## src/rtl/control_sequencer_if.sv

```systemverilog
// Control bus between the hardwired sequencer and the CPU datapath.
// The datapath supplies the instruction register and the CON flag; the
// sequencer drives the ALU operation select and every register/RAM strobe.
interface control_sequencer_if;
  logic [31:0] ir;
  logic        con_ff;
  logic [4:0]  OpCode;
  logic        Gra, Grb, Grc, Rin, Rout, BAout;
  logic        PCin, PCout, IRin, Yin, Zin, Zhighout, Zlowout, MARin, MDRin, MDRout;
  logic        HIin, HIout, LOin, LOout, Cout, CONin, OutportIn, InPortout;
  logic        Read, Write;

  // Sequencer side
  modport master (
    input  ir, con_ff,
    output OpCode,
    output Gra, Grb, Grc, Rin, Rout, BAout,
    output PCin, PCout, IRin, Yin, Zin, Zhighout, Zlowout, MARin, MDRin, MDRout,
    output HIin, HIout, LOin, LOout, Cout, CONin, OutportIn, InPortout,
    output Read, Write
  );

  // Datapath side
  modport slave (
    output ir, con_ff,
    input  OpCode,
    input  Gra, Grb, Grc, Rin, Rout, BAout,
    input  PCin, PCout, IRin, Yin, Zin, Zhighout, Zlowout, MARin, MDRin, MDRout,
    input  HIin, HIout, LOin, LOout, Cout, CONin, OutportIn, InPortout,
    input  Read, Write
  );
endinterface

```

## src/rtl/control_sequencer.sv

```systemverilog
// Hardwired control sequencer: fetch in T0-T2, decode ir[31:27], execute in
// T3-T7 under a step counter and a run/halt FSM.
// Optional single-step mode is built when CS_SINGLE_STEP_EN is defined: the
// sequencer then parks in PAUSE after each instruction until a step pulse.
// Strobes are decoded combinationally from state, step and ir so that each
// strobe is valid in the very cycle of its step; clr blanks them at once.
module control_sequencer (
  input  logic clk,
  input  logic clr,
  input  logic stop,
`ifdef CS_SINGLE_STEP_EN
  input  logic step,
`endif
  output logic run,
  output logic illegal,
  control_sequencer_if.master bus
);

  localparam logic [4:0] OP_INC = 5'b11111;
  localparam logic [4:0] OP_ADD = 5'b00011;
  localparam logic [4:0] OP_AND = 5'b01001;
  localparam logic [4:0] OP_OR  = 5'b01010;

  // Instruction opcodes (ir[31:27])
  localparam logic [4:0] I_LD   = 5'b00000;
  localparam logic [4:0] I_LDI  = 5'b00001;
  localparam logic [4:0] I_ST   = 5'b00010;
  localparam logic [4:0] I_ADDI = 5'b01011;
  localparam logic [4:0] I_ANDI = 5'b01100;
  localparam logic [4:0] I_ORI  = 5'b01101;
  localparam logic [4:0] I_MUL  = 5'b01110;
  localparam logic [4:0] I_DIV  = 5'b01111;
  localparam logic [4:0] I_NEG  = 5'b10000;
  localparam logic [4:0] I_NOT  = 5'b10001;
  localparam logic [4:0] I_BR   = 5'b10010;
  localparam logic [4:0] I_JR   = 5'b10011;
  localparam logic [4:0] I_IN   = 5'b10101;
  localparam logic [4:0] I_OUT  = 5'b10110;
  localparam logic [4:0] I_MFHI = 5'b10111;
  localparam logic [4:0] I_MFLO = 5'b11000;
  localparam logic [4:0] I_HALT = 5'b11010;

  typedef enum logic [1:0] {
    S_RUN   = 2'd0,
    S_HALT  = 2'd1,
    S_PAUSE = 2'd2
  } state_t;

  state_t      state_reg;
  logic [2:0]  t_reg;
  logic        stop_seen_reg;
  logic        illegal_reg;

  logic [4:0]  op;
  logic [2:0]  last_t;
  logic        is_illegal;
  logic        is_halt;
  logic        stop_now;
  logic        active;
  logic        unused_ir_bits;

  assign op             = bus.ir[31:27];
  assign unused_ir_bits = ^bus.ir[26:0];
  assign is_halt        = (op == I_HALT);
  assign is_illegal     = (op == 5'b10100) || (op >= 5'b11011);
  // A stop seen at any point of the instruction, including this cycle
  assign stop_now       = stop || stop_seen_reg;
  assign active         = !clr && (state_reg == S_RUN);
  assign run            = active;
  assign illegal        = illegal_reg && !clr;

  // Final execute step of the instruction currently in ir
  always_comb begin
    last_t = 3'd3;
    case (op) inside
      I_LD, I_ST:               last_t = 3'd7;
      I_LDI:                    last_t = 3'd5;
      [5'b00011:5'b01010]:      last_t = 3'd5;
      I_ADDI, I_ANDI, I_ORI:    last_t = 3'd5;
      I_MUL, I_DIV:             last_t = 3'd6;
      I_NEG, I_NOT:             last_t = 3'd4;
      I_BR:                     last_t = 3'd6;
      default:                  last_t = 3'd3;
    endcase
  end

  // Run/halt FSM, step counter, pending stop and sticky illegal flag
  always_ff @(posedge clk) begin
    if (clr) begin
      state_reg     <= S_RUN;
      t_reg         <= 3'd0;
      stop_seen_reg <= 1'b0;
      illegal_reg   <= 1'b0;
    end else begin
      case (state_reg)
        S_RUN: begin
          if (t_reg == last_t) begin
            // Instruction boundary: decide between next fetch and halting
            t_reg         <= 3'd0;
            stop_seen_reg <= 1'b0;
            if (is_illegal) begin
              illegal_reg <= 1'b1;
              state_reg   <= S_HALT;
            end else if (is_halt || stop_now) begin
              state_reg   <= S_HALT;
            end else begin
`ifdef CS_SINGLE_STEP_EN
              state_reg   <= S_PAUSE;
`else
              state_reg   <= S_RUN;
`endif
            end
          end else begin
            t_reg <= t_reg + 3'd1;
            if (stop) begin
              stop_seen_reg <= 1'b1;
            end
          end
        end
`ifdef CS_SINGLE_STEP_EN
        S_PAUSE: begin
          // Waiting for a step pulse; stop still wins
          if (stop) begin
            state_reg <= S_HALT;
          end else if (step) begin
            state_reg <= S_RUN;
            t_reg     <= 3'd0;
          end
        end
`endif
        default: begin
          state_reg <= S_HALT;
        end
      endcase
    end
  end

  // Strobe decode from state, step and opcode
  always_comb begin
    bus.OpCode    = 5'd0;
    bus.Gra       = 1'b0;
    bus.Grb       = 1'b0;
    bus.Grc       = 1'b0;
    bus.Rin       = 1'b0;
    bus.Rout      = 1'b0;
    bus.BAout     = 1'b0;
    bus.PCin      = 1'b0;
    bus.PCout     = 1'b0;
    bus.IRin      = 1'b0;
    bus.Yin       = 1'b0;
    bus.Zin       = 1'b0;
    bus.Zhighout  = 1'b0;
    bus.Zlowout   = 1'b0;
    bus.MARin     = 1'b0;
    bus.MDRin     = 1'b0;
    bus.MDRout    = 1'b0;
    bus.HIin      = 1'b0;
    bus.HIout     = 1'b0;
    bus.LOin      = 1'b0;
    bus.LOout     = 1'b0;
    bus.Cout      = 1'b0;
    bus.CONin     = 1'b0;
    bus.OutportIn = 1'b0;
    bus.InPortout = 1'b0;
    bus.Read      = 1'b0;
    bus.Write     = 1'b0;
    if (active) begin
      case (t_reg)
        3'd0: begin
          bus.PCout  = 1'b1;
          bus.MARin  = 1'b1;
          bus.Zin    = 1'b1;
          bus.OpCode = OP_INC;
        end
        3'd1: begin
          bus.Zlowout = 1'b1;
          bus.PCin    = 1'b1;
          bus.Read    = 1'b1;
          bus.MDRin   = 1'b1;
        end
        3'd2: begin
          bus.MDRout = 1'b1;
          bus.IRin   = 1'b1;
        end
        default: begin
          case (op) inside
            // Memory access: address = base + C, shared T3/T4
            I_LD, I_LDI, I_ST: begin
              case (t_reg)
                3'd3: begin bus.Grb = 1'b1; bus.BAout = 1'b1; bus.Yin = 1'b1; end
                3'd4: begin bus.Cout = 1'b1; bus.Zin = 1'b1; bus.OpCode = OP_ADD; end
                3'd5: begin
                  bus.Zlowout = 1'b1;
                  if (op == I_LDI) begin
                    bus.Gra = 1'b1;
                    bus.Rin = 1'b1;
                  end else begin
                    bus.MARin = 1'b1;
                  end
                end
                3'd6: begin
                  if (op == I_ST) begin
                    bus.Gra   = 1'b1;
                    bus.Rout  = 1'b1;
                    bus.MDRin = 1'b1;
                  end else begin
                    bus.Read  = 1'b1;
                    bus.MDRin = 1'b1;
                  end
                end
                default: begin
                  if (op == I_ST) begin
                    bus.Write = 1'b1;
                  end else begin
                    bus.MDRout = 1'b1;
                    bus.Gra    = 1'b1;
                    bus.Rin    = 1'b1;
                  end
                end
              endcase
            end
            // Register-register ALU ops pass their own opcode to the ALU
            [5'b00011:5'b01010]: begin
              case (t_reg)
                3'd3: begin bus.Grb = 1'b1; bus.Rout = 1'b1; bus.Yin = 1'b1; end
                3'd4: begin bus.Grc = 1'b1; bus.Rout = 1'b1; bus.Zin = 1'b1; bus.OpCode = op; end
                default: begin bus.Zlowout = 1'b1; bus.Gra = 1'b1; bus.Rin = 1'b1; end
              endcase
            end
            I_ADDI, I_ANDI, I_ORI: begin
              case (t_reg)
                3'd3: begin bus.Grb = 1'b1; bus.Rout = 1'b1; bus.Yin = 1'b1; end
                3'd4: begin
                  bus.Cout = 1'b1;
                  bus.Zin  = 1'b1;
                  if (op == I_ADDI)      bus.OpCode = OP_ADD;
                  else if (op == I_ANDI) bus.OpCode = OP_AND;
                  else                   bus.OpCode = OP_OR;
                end
                default: begin bus.Zlowout = 1'b1; bus.Gra = 1'b1; bus.Rin = 1'b1; end
              endcase
            end
            // 64-bit result split across LO and HI
            I_MUL, I_DIV: begin
              case (t_reg)
                3'd3: begin bus.Gra = 1'b1; bus.Rout = 1'b1; bus.Yin = 1'b1; end
                3'd4: begin bus.Grb = 1'b1; bus.Rout = 1'b1; bus.Zin = 1'b1; bus.OpCode = op; end
                3'd5: begin bus.Zlowout = 1'b1; bus.LOin = 1'b1; end
                default: begin bus.Zhighout = 1'b1; bus.HIin = 1'b1; end
              endcase
            end
            I_NEG, I_NOT: begin
              if (t_reg == 3'd3) begin
                bus.Grb    = 1'b1;
                bus.Rout   = 1'b1;
                bus.Zin    = 1'b1;
                bus.OpCode = op;
              end else begin
                bus.Zlowout = 1'b1;
                bus.Gra     = 1'b1;
                bus.Rin     = 1'b1;
              end
            end
            // Branch target = PC + C, loaded only when CON is set in T6
            I_BR: begin
              case (t_reg)
                3'd3: begin bus.Gra = 1'b1; bus.Rout = 1'b1; bus.CONin = 1'b1; end
                3'd4: begin bus.PCout = 1'b1; bus.Yin = 1'b1; end
                3'd5: begin bus.Cout = 1'b1; bus.Zin = 1'b1; bus.OpCode = OP_ADD; end
                default: begin
                  bus.Zlowout = bus.con_ff;
                  bus.PCin    = bus.con_ff;
                end
              endcase
            end
            I_JR:   begin bus.Gra = 1'b1; bus.Rout = 1'b1; bus.PCin = 1'b1; end
            I_IN:   begin bus.InPortout = 1'b1; bus.Gra = 1'b1; bus.Rin = 1'b1; end
            I_OUT:  begin bus.Gra = 1'b1; bus.Rout = 1'b1; bus.OutportIn = 1'b1; end
            I_MFHI: begin bus.HIout = 1'b1; bus.Gra = 1'b1; bus.Rin = 1'b1; end
            I_MFLO: begin bus.LOout = 1'b1; bus.Gra = 1'b1; bus.Rin = 1'b1; end
            // nop, halt and undefined opcodes drive nothing in T3
            default: begin
            end
          endcase
        end
      endcase
    end
  end

endmodule

```

## src/flat_wrapper.sv

```systemverilog
// flat-port wrapper written by rule: the top's interface ports become plain ports
module control_sequencer_flat 
  (clk, clr, stop, run, illegal, bus_ir, bus_con_ff, bus_OpCode, bus_Gra, bus_Grb, bus_Grc, bus_Rin, bus_Rout, bus_BAout, bus_PCin, bus_PCout, bus_IRin, bus_Yin, bus_Zin, bus_Zhighout, bus_Zlowout, bus_MARin, bus_MDRin, bus_MDRout, bus_HIin, bus_HIout, bus_LOin, bus_LOout, bus_Cout, bus_CONin, bus_OutportIn, bus_InPortout, bus_Read, bus_Write);
  control_sequencer_if bus_i ();
  input  logic clk;
  input  logic clr;
  input  logic stop;
  output logic run;
  output logic illegal;
  input wire logic [$bits(bus_i.ir)-1:0] bus_ir;
  input wire logic [$bits(bus_i.con_ff)-1:0] bus_con_ff;
  output wire logic [$bits(bus_i.OpCode)-1:0] bus_OpCode;
  output wire logic [$bits(bus_i.Gra)-1:0] bus_Gra;
  output wire logic [$bits(bus_i.Grb)-1:0] bus_Grb;
  output wire logic [$bits(bus_i.Grc)-1:0] bus_Grc;
  output wire logic [$bits(bus_i.Rin)-1:0] bus_Rin;
  output wire logic [$bits(bus_i.Rout)-1:0] bus_Rout;
  output wire logic [$bits(bus_i.BAout)-1:0] bus_BAout;
  output wire logic [$bits(bus_i.PCin)-1:0] bus_PCin;
  output wire logic [$bits(bus_i.PCout)-1:0] bus_PCout;
  output wire logic [$bits(bus_i.IRin)-1:0] bus_IRin;
  output wire logic [$bits(bus_i.Yin)-1:0] bus_Yin;
  output wire logic [$bits(bus_i.Zin)-1:0] bus_Zin;
  output wire logic [$bits(bus_i.Zhighout)-1:0] bus_Zhighout;
  output wire logic [$bits(bus_i.Zlowout)-1:0] bus_Zlowout;
  output wire logic [$bits(bus_i.MARin)-1:0] bus_MARin;
  output wire logic [$bits(bus_i.MDRin)-1:0] bus_MDRin;
  output wire logic [$bits(bus_i.MDRout)-1:0] bus_MDRout;
  output wire logic [$bits(bus_i.HIin)-1:0] bus_HIin;
  output wire logic [$bits(bus_i.HIout)-1:0] bus_HIout;
  output wire logic [$bits(bus_i.LOin)-1:0] bus_LOin;
  output wire logic [$bits(bus_i.LOout)-1:0] bus_LOout;
  output wire logic [$bits(bus_i.Cout)-1:0] bus_Cout;
  output wire logic [$bits(bus_i.CONin)-1:0] bus_CONin;
  output wire logic [$bits(bus_i.OutportIn)-1:0] bus_OutportIn;
  output wire logic [$bits(bus_i.InPortout)-1:0] bus_InPortout;
  output wire logic [$bits(bus_i.Read)-1:0] bus_Read;
  output wire logic [$bits(bus_i.Write)-1:0] bus_Write;
  assign bus_i.ir = bus_ir;
  assign bus_i.con_ff = bus_con_ff;
  assign bus_OpCode = bus_i.OpCode;
  assign bus_Gra = bus_i.Gra;
  assign bus_Grb = bus_i.Grb;
  assign bus_Grc = bus_i.Grc;
  assign bus_Rin = bus_i.Rin;
  assign bus_Rout = bus_i.Rout;
  assign bus_BAout = bus_i.BAout;
  assign bus_PCin = bus_i.PCin;
  assign bus_PCout = bus_i.PCout;
  assign bus_IRin = bus_i.IRin;
  assign bus_Yin = bus_i.Yin;
  assign bus_Zin = bus_i.Zin;
  assign bus_Zhighout = bus_i.Zhighout;
  assign bus_Zlowout = bus_i.Zlowout;
  assign bus_MARin = bus_i.MARin;
  assign bus_MDRin = bus_i.MDRin;
  assign bus_MDRout = bus_i.MDRout;
  assign bus_HIin = bus_i.HIin;
  assign bus_HIout = bus_i.HIout;
  assign bus_LOin = bus_i.LOin;
  assign bus_LOout = bus_i.LOout;
  assign bus_Cout = bus_i.Cout;
  assign bus_CONin = bus_i.CONin;
  assign bus_OutportIn = bus_i.OutportIn;
  assign bus_InPortout = bus_i.InPortout;
  assign bus_Read = bus_i.Read;
  assign bus_Write = bus_i.Write;
  control_sequencer u_core (.clk(clk), .clr(clr), .stop(stop), .run(run), .illegal(illegal), .bus(bus_i));
endmodule
```

## config.mk

```make
export PLATFORM = sky130hd
export DESIGN_NAME = control_sequencer_flat
export DESIGN_NICKNAME = d
export VERILOG_FILES = /design/src/rtl/control_sequencer_if.sv /design/src/rtl/control_sequencer.sv /design/src/flat_wrapper.sv
export SDC_FILE = /design/constraint.sdc
export NUM_CORES = 1
export LEC_CHECK = 0
export ABC_AREA = 1
export ABC_CLOCK_PERIOD_IN_PS = 1900
export BUFFER_PORTS_ARGS = -buffer_cell sky130_fd_sc_hd__buf_2
export CAP_MARGIN = 5
export CORE_AREA = 2 2 60 62
export DETAILED_ROUTE_END_ITERATION = 10
export DIE_AREA = 0 0 62 64
export GPL_TIMING_DRIVEN = 0
export PLACE_DENSITY = 0.75
export SYNTH_ARGS = -nofsm -noshare
export SYNTH_HDL_FRONTEND = slang
export SYNTH_SLANG_ARGS = --single-unit
```

## constraint.sdc

```tcl
create_clock -name clk -period 1.9 [get_ports clk]
set_input_delay 0.19 -clock clk [delete_from_list [all_inputs] [get_ports clk]]
set_output_delay 0.19 -clock clk [all_outputs]
set_load 0.03 [all_outputs]
```

==> reports/metrics.cfg <==
[sta]
slew_headroom=0.6795
tightest_slew_ps=479.3
rsz0062_at_grt=yes
setup_slack_ps=-305.9
max_freq_ghz=0.4533
min_period_ps=2206
hold_viol=0
finalCritPeriodShare=1.161
drv_slew=0
setup_viol=28
fin_tns_setup_ps=-5138
fin_worst_skew_ps=1.662

[cts]
cts_max_level=1
insertion_delay_ps=240
cts.clk_slew.worst_paths_ps=50
cts_buffer_depth=2
cts_tree=built
clock_sinks=6
root_buffer=clkbuf_4
hold_buffers=0
cts_buffers=3

[logic_synthesis]
async_flop_share=0
synth.avg_cell_area_sq_um=5.591
syn_nets=280
ys.warnings.count=0
synth_ff_type=dfxtp_1
yosys.area_share.simple=0.4551
synth_area_sq_um=1336
synth_edf_count=0
postSynthCellCount=239
synth_compound_area_frac=0.2519
muxShareOfSynthArea=0
yosysUniqueCellTypes=38
synth_top_family_by_area=simple AND/OR/NAND/NOR gates
synthAdderAreaFrac=0.04682
synth_xor_area_frac=0.006554
seq_area_frac_synth=0.08989
yosys_register_bits=6

[layout]
fin_area_sq_um=2452
final_common_cell=nand2_1
drive_gt1_frac=0.5385
largest_reg_flops=3
final_cell_mix=43 x nand2_1, 34 x buf_6, 27 x buf_4
area_delta_synth_final_pct=83.52
fin_cells=358
diodes=0
nets=354

[route]
viasPerCell=5.735
post_drt_wl_per_cell_microns=16.35
firstDrtPassIters=5
dr.first_iter.drc_count=221
vias=2053
wl_microns=5852
route.detailed.drc=0
final_antenna_net_count=0

[placed_design]
place_congestion=0.9538
hpwlAfterDp_microns=3389
dpl-instance-area_sq_um=1807
io_buffers=39
place_ws_ps=-511.1
dp_cells=324

[run]
max-cap-violations=0

[setup_path]
critPathMaxFanout=7
worstPathRequired_ps=1710
worst_r2r_startpoint=u_core.state_reg[0]
cp-startpoint=u_core.t_reg[0]
critPathArrivalTime_ps=2020
critPathKind=reg2out
crit_path_end_kind=output port
worst_setup_path_start_kind=flip-flop

[power]
peakVddDrop_mv=0.5971
combPwrFrac=0.843
power_mw=2.047
pwr-share-clk=0.061
powerDensity_nw_per_um2=834.9
p_switching_mw=1.062
switching_share=0.5186
p_int_mw=0.9857
power.leakage_nw=1.187
seq_power_share=0.096

[status]
run_status=finished, violations left
violations=setup timing

[global_route]
antenna_found_initial=0
grt_usage=0.2667
grt_remaining_overflow=0
grt_max_degree=11
grt_pass1_wl_microns=8024
grt_pass1_vias=1789

[floorplan]
fp.dieW_microns=62
rows=21
start_util=0.4069
coreArea_sq_um=3284
pin_count=69
die_h_microns=64
die-area_sq_um=3968

[hold_path]
min-delay-start=stop
min-delay-path-class=in2reg

-- area by class of cell --
type	count	area, sq um
Buffer	5	42.54
Tap cell	46	57.56
Fill cell	235	832.0
Clock buffer	4	26.28
Multi-Input combinational cell	186	1388
Timing Repair Buffer	69	621.8
Sequential cell	6	131.4
Inverter	42	185.2
-- power groups by stage --
stage / logic, mW / registers [mW] / clock network [mW]
final: 1.73 / 0.197 / 0.125
after CTS: 1.45 / 0.192 / 0.136
after floorplan: 0.839 / 0.185 / 0
after global routing: 1.83 / 0.199 / 0.144
after detailed placement: 1.06 / 0.191 / 0
after global placement: 1.05 / 0.191 / 0
-- layer usage --
layer | track usage | share of wire | up-vias | routed length (microns)
li1 | - | - | 938 | -
met1 | 0.3166 | 0.36 | 910 | 2099
met2 | 0.4375 | 0.49 | 155 | 2844
met3 | 0.04049 | 0.088 | 50 | 514
met4 | 0.1516 | 0.067 | 0 | 394
met5 | 0 | 0 | - | 0
-- metrics by stage --
step / hold slack [ps] / util
after floorplan: 249.4 / -
after global placement: 455.3 / 0.5501
after detailed placement: 461.1 / 0.5501
after CTS: 197.0 / 0.6682
after global routing: 224.8 / 0.7467
final: 213.2 / 0.7467
-- path summary, 6_finish.rpt --
kind | slack, ps | cells past startpoint | endpoint
setup / recovery | -310 | 11 | bus_MDRout
hold / removal | 210 | 3 | u_core.stop_seen_reg
setup reg to reg | 520 | 5 | u_core.illegal_reg
hold reg to reg | 480 | 2 | u_core.stop_seen_reg
-- critical path, cell delays in order, from the launching register on --
cell and delay [ps]:
dfxtp_4 410, inv_4 60, ha_4 180, nand2_4 130, inv_4 80, nor3_4 160
buf_4 160, inv_2 50, nor2_2 130, nand4_1 150, o21ai_2 100, buf_6 150
-- cells in the mapped netlist, drive strengths merged (2+ instances only) --
master | number | area [sq um]
inv | 41 | 156.4
nor3 | 8 | 40.04
a31oi | 3 | 18.77
o31ai | 2 | 28.78
nand2 | 56 | 242.7
buf | 4 | 35.03
o21ai | 13 | 65.06
nor2 | 35 | 168.9
a21oi | 29 | 160.2
o22ai | 3 | 18.77
nand3 | 14 | 80.08
ha | 5 | 62.56
o211ai | 4 | 30.03
nand4 | 7 | 50.05
dfxtp | 6 | 120.1
-- repair_timing --
item | in CTS | in global routing
setup endpoints to repair | 29 | 30
setup buffers | 13 | 18
resized for setup | 76 | 41
pin swaps | 12 | 14
-- cells by family (layout without fill, tap and decap cells) --
group,after synthesis,in the layout
adders and majority gates,5,5
and+or+nand+nor,124,124
buffers and inverters,47,120
xor gates and xnor gates,1,1
AOI/OAI and AO/OA,56,56
DFF,6,6
(Power assumes the default switching activity.)
